<file path="config.mk">
export PLATFORM = sky130hd
export DESIGN_NAME = xvec_mul_div_iter
export DESIGN_NICKNAME = d
export VERILOG_FILES = /design/src/rtl/xvec_mul_div_iter.sv
export SDC_FILE = /design/constraint.sdc
export NUM_CORES = 2
export LEC_CHECK = 0
export ABC_CLOCK_PERIOD_IN_PS = 12400
export CELL_PAD_IN_SITES_DETAIL_PLACEMENT = 2
export CELL_PAD_IN_SITES_GLOBAL_PLACEMENT = 2
export CORE_MARGIN = 2
export CORE_UTILIZATION = 34
export DETAILED_ROUTE_END_ITERATION = 10
export GPL_ROUTABILITY_DRIVEN = 0
export PLACE_DENSITY = 0.74
export SETUP_SLACK_MARGIN = 0.1
export SLEW_MARGIN = 20
export SYNTH_ARGS = -nofsm -noshare
export SYNTH_HDL_FRONTEND = slang
export SYNTH_SLANG_ARGS = --single-unit
</file>
<file path="constraint.sdc">
create_clock -name clk -period 12.4 [get_ports clk]
set_clock_uncertainty 0.2 [all_clocks]
set_input_delay 1.86 -clock clk [delete_from_list [all_inputs] [get_ports clk]]
set_output_delay 1.86 -clock clk [all_outputs]
set_load 0.05 [all_outputs]
</file>
<file path="src/rtl/xvec_mul_div_iter.sv">
// Iterative multiply/divide for LANES independent XLEN-bit lanes: one shift-add or
// restoring-subtract step per cycle, then one setup cycle for sign fix and special cases.
module xvec_mul_div_iter #(
  parameter int LANES = 2,
  parameter int XLEN  = 32,
  parameter int CNT_W = 5
) (
  input  logic                  clk,
  input  logic                  reset,
  input  logic                  req_valid,
  output logic                  req_ready,
  input  logic                  req_in_1_signed,
  input  logic                  req_in_2_signed,
  input  logic [1:0]            req_op,
  input  logic [1:0]            req_out_sel,
  input  logic [LANES*XLEN-1:0] req_in_1,
  input  logic [LANES*XLEN-1:0] req_in_2,
  output logic                  resp_valid,
  input  logic                  resp_ready,
  output logic [LANES*XLEN-1:0] resp_result,
  output logic [1:0]            state_dbg
);

  localparam int DW = 2 * XLEN;
  localparam logic [XLEN-1:0] MIN_NEG = {1'b1, {(XLEN-1){1'b0}}};

  // Handshake: a transfer happens on a rising edge where valid and ready are both high;
  // req_ready is high only in IDLE, resp_valid only in DONE, and both are registered.
  typedef enum logic [1:0] {
    IDLE    = 2'd0,
    COMPUTE = 2'd1,
    SETUP   = 2'd2,
    DONE    = 2'd3
  } state_t;

  state_t           state;
  logic [CNT_W-1:0] counter;
  logic             op_div;
  logic             op_rem;
  logic             sel_hi;
  logic             sel_rem;

  logic [DW-1:0]    a_q     [LANES];
  logic [DW-1:0]    b_q     [LANES];
  logic [DW-1:0]    res_q   [LANES];
  logic [XLEN-1:0]  in1_q   [LANES];
  logic             neg_q   [LANES];
  logic             zero_q  [LANES];
  logic             ovf_q   [LANES];

  logic [XLEN-1:0]  op1     [LANES];
  logic [XLEN-1:0]  op2     [LANES];
  logic [XLEN-1:0]  abs1    [LANES];
  logic [XLEN-1:0]  abs2    [LANES];
  logic             sign1   [LANES];
  logic             sign2   [LANES];

  logic [DW-1:0]    step_a  [LANES];
  logic [DW-1:0]    step_b  [LANES];
  logic [DW-1:0]    step_res[LANES];
  logic [DW-1:0]    sel_v   [LANES];
  logic [XLEN-1:0]  fin     [LANES];
  logic [LANES*XLEN-1:0] fin_bus;

  logic req_div;
  logic req_rem;
  logic is_mul;

  assign req_div   = (req_op == 2'd1);
  assign req_rem   = (req_op == 2'd2);
  assign is_mul    = !op_div && !op_rem;
  assign state_dbg = state;

  always_comb begin : capture_decode
    for (int i = 0; i < LANES; i++) begin
      op1[i]   = req_in_1[i*XLEN +: XLEN];
      op2[i]   = req_in_2[i*XLEN +: XLEN];
      sign1[i] = req_in_1_signed & op1[i][XLEN-1];
      sign2[i] = req_in_2_signed & op2[i][XLEN-1];
      abs1[i]  = sign1[i] ? -op1[i] : op1[i];
      abs2[i]  = sign2[i] ? -op2[i] : op2[i];
    end
  end

  always_comb begin : datapath
    fin_bus = '0;
    for (int i = 0; i < LANES; i++) begin
      step_a[i]   = a_q[i];
      step_res[i] = res_q[i];
      step_b[i]   = b_q[i] >> 1;
      if (is_mul) begin
        if (a_q[i][counter]) step_res[i] = res_q[i] + b_q[i];
      end else if (a_q[i] >= b_q[i]) begin
        step_a[i]   = a_q[i] - b_q[i];
        step_res[i] = res_q[i] | (DW'(1) << counter);
      end

      sel_v[i] = sel_rem ? a_q[i] : res_q[i];
      if (neg_q[i]) sel_v[i] = -sel_v[i];
      fin[i] = sel_hi ? sel_v[i][DW-1:XLEN] : sel_v[i][XLEN-1:0];

      // RISC-V mandated results for x/0 and MIN/-1 take precedence over the datapath
      if (zero_q[i]) begin
        if (op_div)      fin[i] = '1;
        else if (op_rem) fin[i] = in1_q[i];
      end else if (ovf_q[i]) begin
        if (op_div)      fin[i] = in1_q[i];
        else if (op_rem) fin[i] = '0;
      end
      fin_bus[i*XLEN +: XLEN] = fin[i];
    end
  end

  always_ff @(posedge clk) begin
    if (reset) begin
      state       <= IDLE;
      req_ready   <= 1'b1;
      resp_valid  <= 1'b0;
      resp_result <= '0;
      counter     <= '0;
    end else begin
      case (state)
        IDLE: begin
          if (req_valid && req_ready) begin
            for (int i = 0; i < LANES; i++) begin
              a_q[i]    <= {{XLEN{1'b0}}, abs1[i]};
              b_q[i]    <= {1'b0, abs2[i], {(XLEN-1){1'b0}}};
              res_q[i]  <= '0;
              in1_q[i]  <= op1[i];
              neg_q[i]  <= req_rem ? sign1[i] : (sign1[i] ^ sign2[i]);
              zero_q[i] <= (op2[i] == '0);
              ovf_q[i]  <= req_in_1_signed && req_in_2_signed &&
                           (op1[i] == MIN_NEG) && (&op2[i]);
            end
            op_div    <= req_div;
            op_rem    <= req_rem;
            sel_hi    <= (req_out_sel == 2'd1);
            sel_rem   <= (req_out_sel == 2'd2);
            counter   <= CNT_W'(XLEN - 1);
            req_ready <= 1'b0;
            state     <= COMPUTE;
          end
        end
        COMPUTE: begin
          for (int i = 0; i < LANES; i++) begin
            a_q[i]   <= step_a[i];
            b_q[i]   <= step_b[i];
            res_q[i] <= step_res[i];
          end
          counter <= counter - CNT_W'(1);
          if (counter == '0) state <= SETUP;
        end
        SETUP: begin
          resp_result <= fin_bus;
          resp_valid  <= 1'b1;
          state       <= DONE;
        end
        DONE: begin
          if (resp_ready) begin
            resp_valid <= 1'b0;
            req_ready  <= 1'b1;
            state      <= IDLE;
          end
        end
        default: state <= IDLE;
      endcase
    end
  end

endmodule
</file>
==> flow_summary.ini <==
[yosys]
netlist_area_um2 = 45300
synth_edf_count = 456
syn_area_per_cell_um2 = 8.44
synth_top_cell_area_share = 0.302
yosysTopAreaCell = edfxtp_1
synthTopCellsByArea = edfxtp_1 30%, ha_1 7.5%, a21oi_1 5.8%, o21ai_0 5.2%, xnor2_1 4.3%
yosysWarnings = 0
synth_seq_cells = 529
synth-main-ff-cell = edfxtp_1
ys_seq_area_frac = 0.334
async_reset_ff_frac = 0
yosysUniqueCellTypes = 97
syn-instance-count = 5375
syn_nets = 5787

[critical_path]
reg2reg_from = sel_rem
start_kind = register
critPathSlowestCell = or4b_1
worstReg2RegEnd = resp_result[38]
critPathMaxFanout = 55
cp_cell_sequence = buf_4, buf_4, mux2i_1, ha_1, o221ai_2, or4b_1, nor4_4, nand2_2, nor2_1, nor2_1, xnor2_1, a22oi_1, a311oi_1
cp.arrival_ps = 6140
worst_setup_path_end_kind = register
worstPathRequired_ps = 12720
crit_type = register to register
regToRegSetupSlack_ps = 6590
worst-r2r-cell-count = 13
cpPeakStageDelay_ps = 760

[sta]
slew_viol_final = 0
tns_ps = 0
worst_pin_slew_ps = 1250
hold_viol = 0
setup_ws_ps = 6590
slew_headroom = 0.159
post-route-min-period_ps = 5810
max_freq_mhz = 172
rsz0062_at_grt = no
timing.final.crit_share = 0.469
setup_viol = 0
fin_hold_ws_ps = 283

[global_routing]
grt.total_usage = 0.298
grt_pass1_wl_um = 307000
gr-total-overflow = 0
grt_pass1_vias = 45400
grt_start_max_net_pins = 215
antenna_found_initial = 18

[drt]
vias = 44600
drt-initial-drc-count = 3998
vias_per_cell = 6.15
drt_wl_total_um = 209000
drcViolationCount = 0
drt.antenna.violating_nets = 0
wl_per_cell_um = 28.8
dr.pass1.iters = 5

[finish]
fin_cells = 7248
layout-drive-gt1-share = 0.0506
layout_common_cells = 528 x a21oi_1, 501 x nand2_1, 486 x nor2_1
final_area_um2 = 51400
syn_to_final_growth_pct = 13.4
nets = 5847
mostFrequentLayoutCell = a21oi_1

[placement]
hpwl_um = 163000
dpl_cell_area_um2 = 49000
dp.cells = 7114
io_buffers = 205
dpl_worst_slack_ps = 5960

[clocking]
clk-insertion-delay-late_ps = 700
clkTransAtPathRegs_ps = 60
postCtsSetupRepairBufs = 0
htree_levels = 3
cts_buffers = 74
cts_hold_buffers = 0
post_cts_resized = 0
clk_path_buf_depth = 3
cts_tree = built
cts.sinks = 529
cts_root_buf = clkbuf_16

[power_and_ir_drop]
leakage_nw = 19.6
vdd_ir_drop_max_uv = 130
p_per_area_nw_per_um2 = 246

[flow_run]
max_cap_violations = 0

[floorplanning]
die-area_um2 = 136000
core_um2 = 132000
ios = 206
die_x_um = 369
start_util = 0.344
std_cell_rows = 133
die_y_um = 369

[min_path]
hp-start = resp_result[44]
hold_class = register to register
whs_path_depth = 2
hold_path_end = resp_result[44]

[outcome]
outcome = completed
per-layer routing:
layer	GRT usage	up-vias	wire, µm
li1	-	20000	-
met4	0.0888	6	6600
met3	0.0403	302	12800
met5	0	-	29
met1	0.414	22900	94500
met2	0.481	1425	95100
layout make-up:
type | count | area, µm²
Multi-Input combinational cell | 4325 | 28300
Inverter | 241 | 907
Tap cell | 1755 | 2200
Sequential cell | 529 | 15200
Fill cell | 14900 | 80600
Clock inverter | 41 | 390
Clock buffer | 92 | 1970
Antenna cell | 1 | 2.50
Timing Repair Buffer | 264 | 2500
cell families after synthesis:
| logic type | synth area share |
|---|---|
| AOI/OAI and AO/OA | 0.236 |
| adders and majority gates | 0.0763 |
| and+or+nand+nor | 0.181 |
| muxes | 0.0461 |
| DFF | 0.334 |
| xor gates and xnor gates | 0.0825 |
| buffers and inverters | 0.0448 |
worst max-delay path: cells and delay by family (launching register included):
| family | cells | cell delay, ps |
|---|---|---|
| buffers and inverters | 2 | 1100 |
| adder cells (fa/ha/maj) | 1 | 260 |
| XOR/XNOR | 1 | 160 |
| flip-flops | 1 | 640 |
| multiplexers | 1 | 430 |
| AND/OR/NAND/NOR | 5 | 1720 |
| AO/OA/AOI/OAI | 3 | 1040 |
worst max-delay path by stage:
stage                    from         endpoint  slack [ps]  cells past startpoint
finish                sel_rem  resp_result[38]        6590                     13
global route          sel_rem  resp_result[38]        6330                     13
CTS                 req_valid       a_q[0][68]        6670                     10
detailed placement  req_valid       a_q[0][68]        5960                     10
global placement    req_valid       a_q[0][68]        6100                     10
floorplan               reset      a_q[0][100]         380                      6
synthesized netlist by cell type, types with 10 or more instances:
master and count:
xor2_1 202, ha_1 270, mux2_2 24, o41ai_1 18, nand2_1 502, a41oi_1 10, a221oi_1 13, a211oi_1 47
a21oi_1 529, buf_2 23, nor3_1 169, clkbuf_1 235, o22ai_1 21, and3_1 58, or3_1 35, nand4_1 87
or2_2 15, a21boi_0 14, inv_1 240, a2111oi_0 13, mux2i_1 137, a21o_1 167, edfxtp_1 456, o21ai_0 468
a311oi_1 22, nor2b_1 30, xnor2_1 225, nor3b_1 40, nor4_1 39, nor2_1 492, and2_1 32, mux4_2 20
a31oi_1 56, nand2b_1 61, o21bai_1 48, o32ai_1 11, o31ai_1 74, dfxtp_1 73, nand3_1 87, or4_1 17
o21a_1 45, o211ai_1 54, buf_1 14
stage by stage:
stage / total power (W) / utilization
6_report: 0.0126 / 0.390
5_1_grt: 0.0134 / 0.390
4_1_cts: 0.0126 / 0.390
3_5_place_dp: 0.0103 / 0.372
3_3_place_gp: 0.0101 / 0.372
2_1_floorplan: 0.00777 / -
flip-flops by register name, summed over array words and instances (netlist names), 5 cells and up:
register / count
counter: 5
b_q: 126
resp_result: 64
res_q: 128
a_q: 128
in1_q: 64
report_power, final:
part / switching, W / internal, W / total [W] / leakage (nW)
clock: 0.000941 / 0.00126 / 0.00220 / 1.16
combinational: 0.00460 / 0.00246 / 0.00707 / 13.5
sequential: 0.000752 / 0.00262 / 0.00337 / 4.92
total: 0.00630 / 0.00634 / 0.0126 / 19.6
Power figures use the tool's default switching activity.
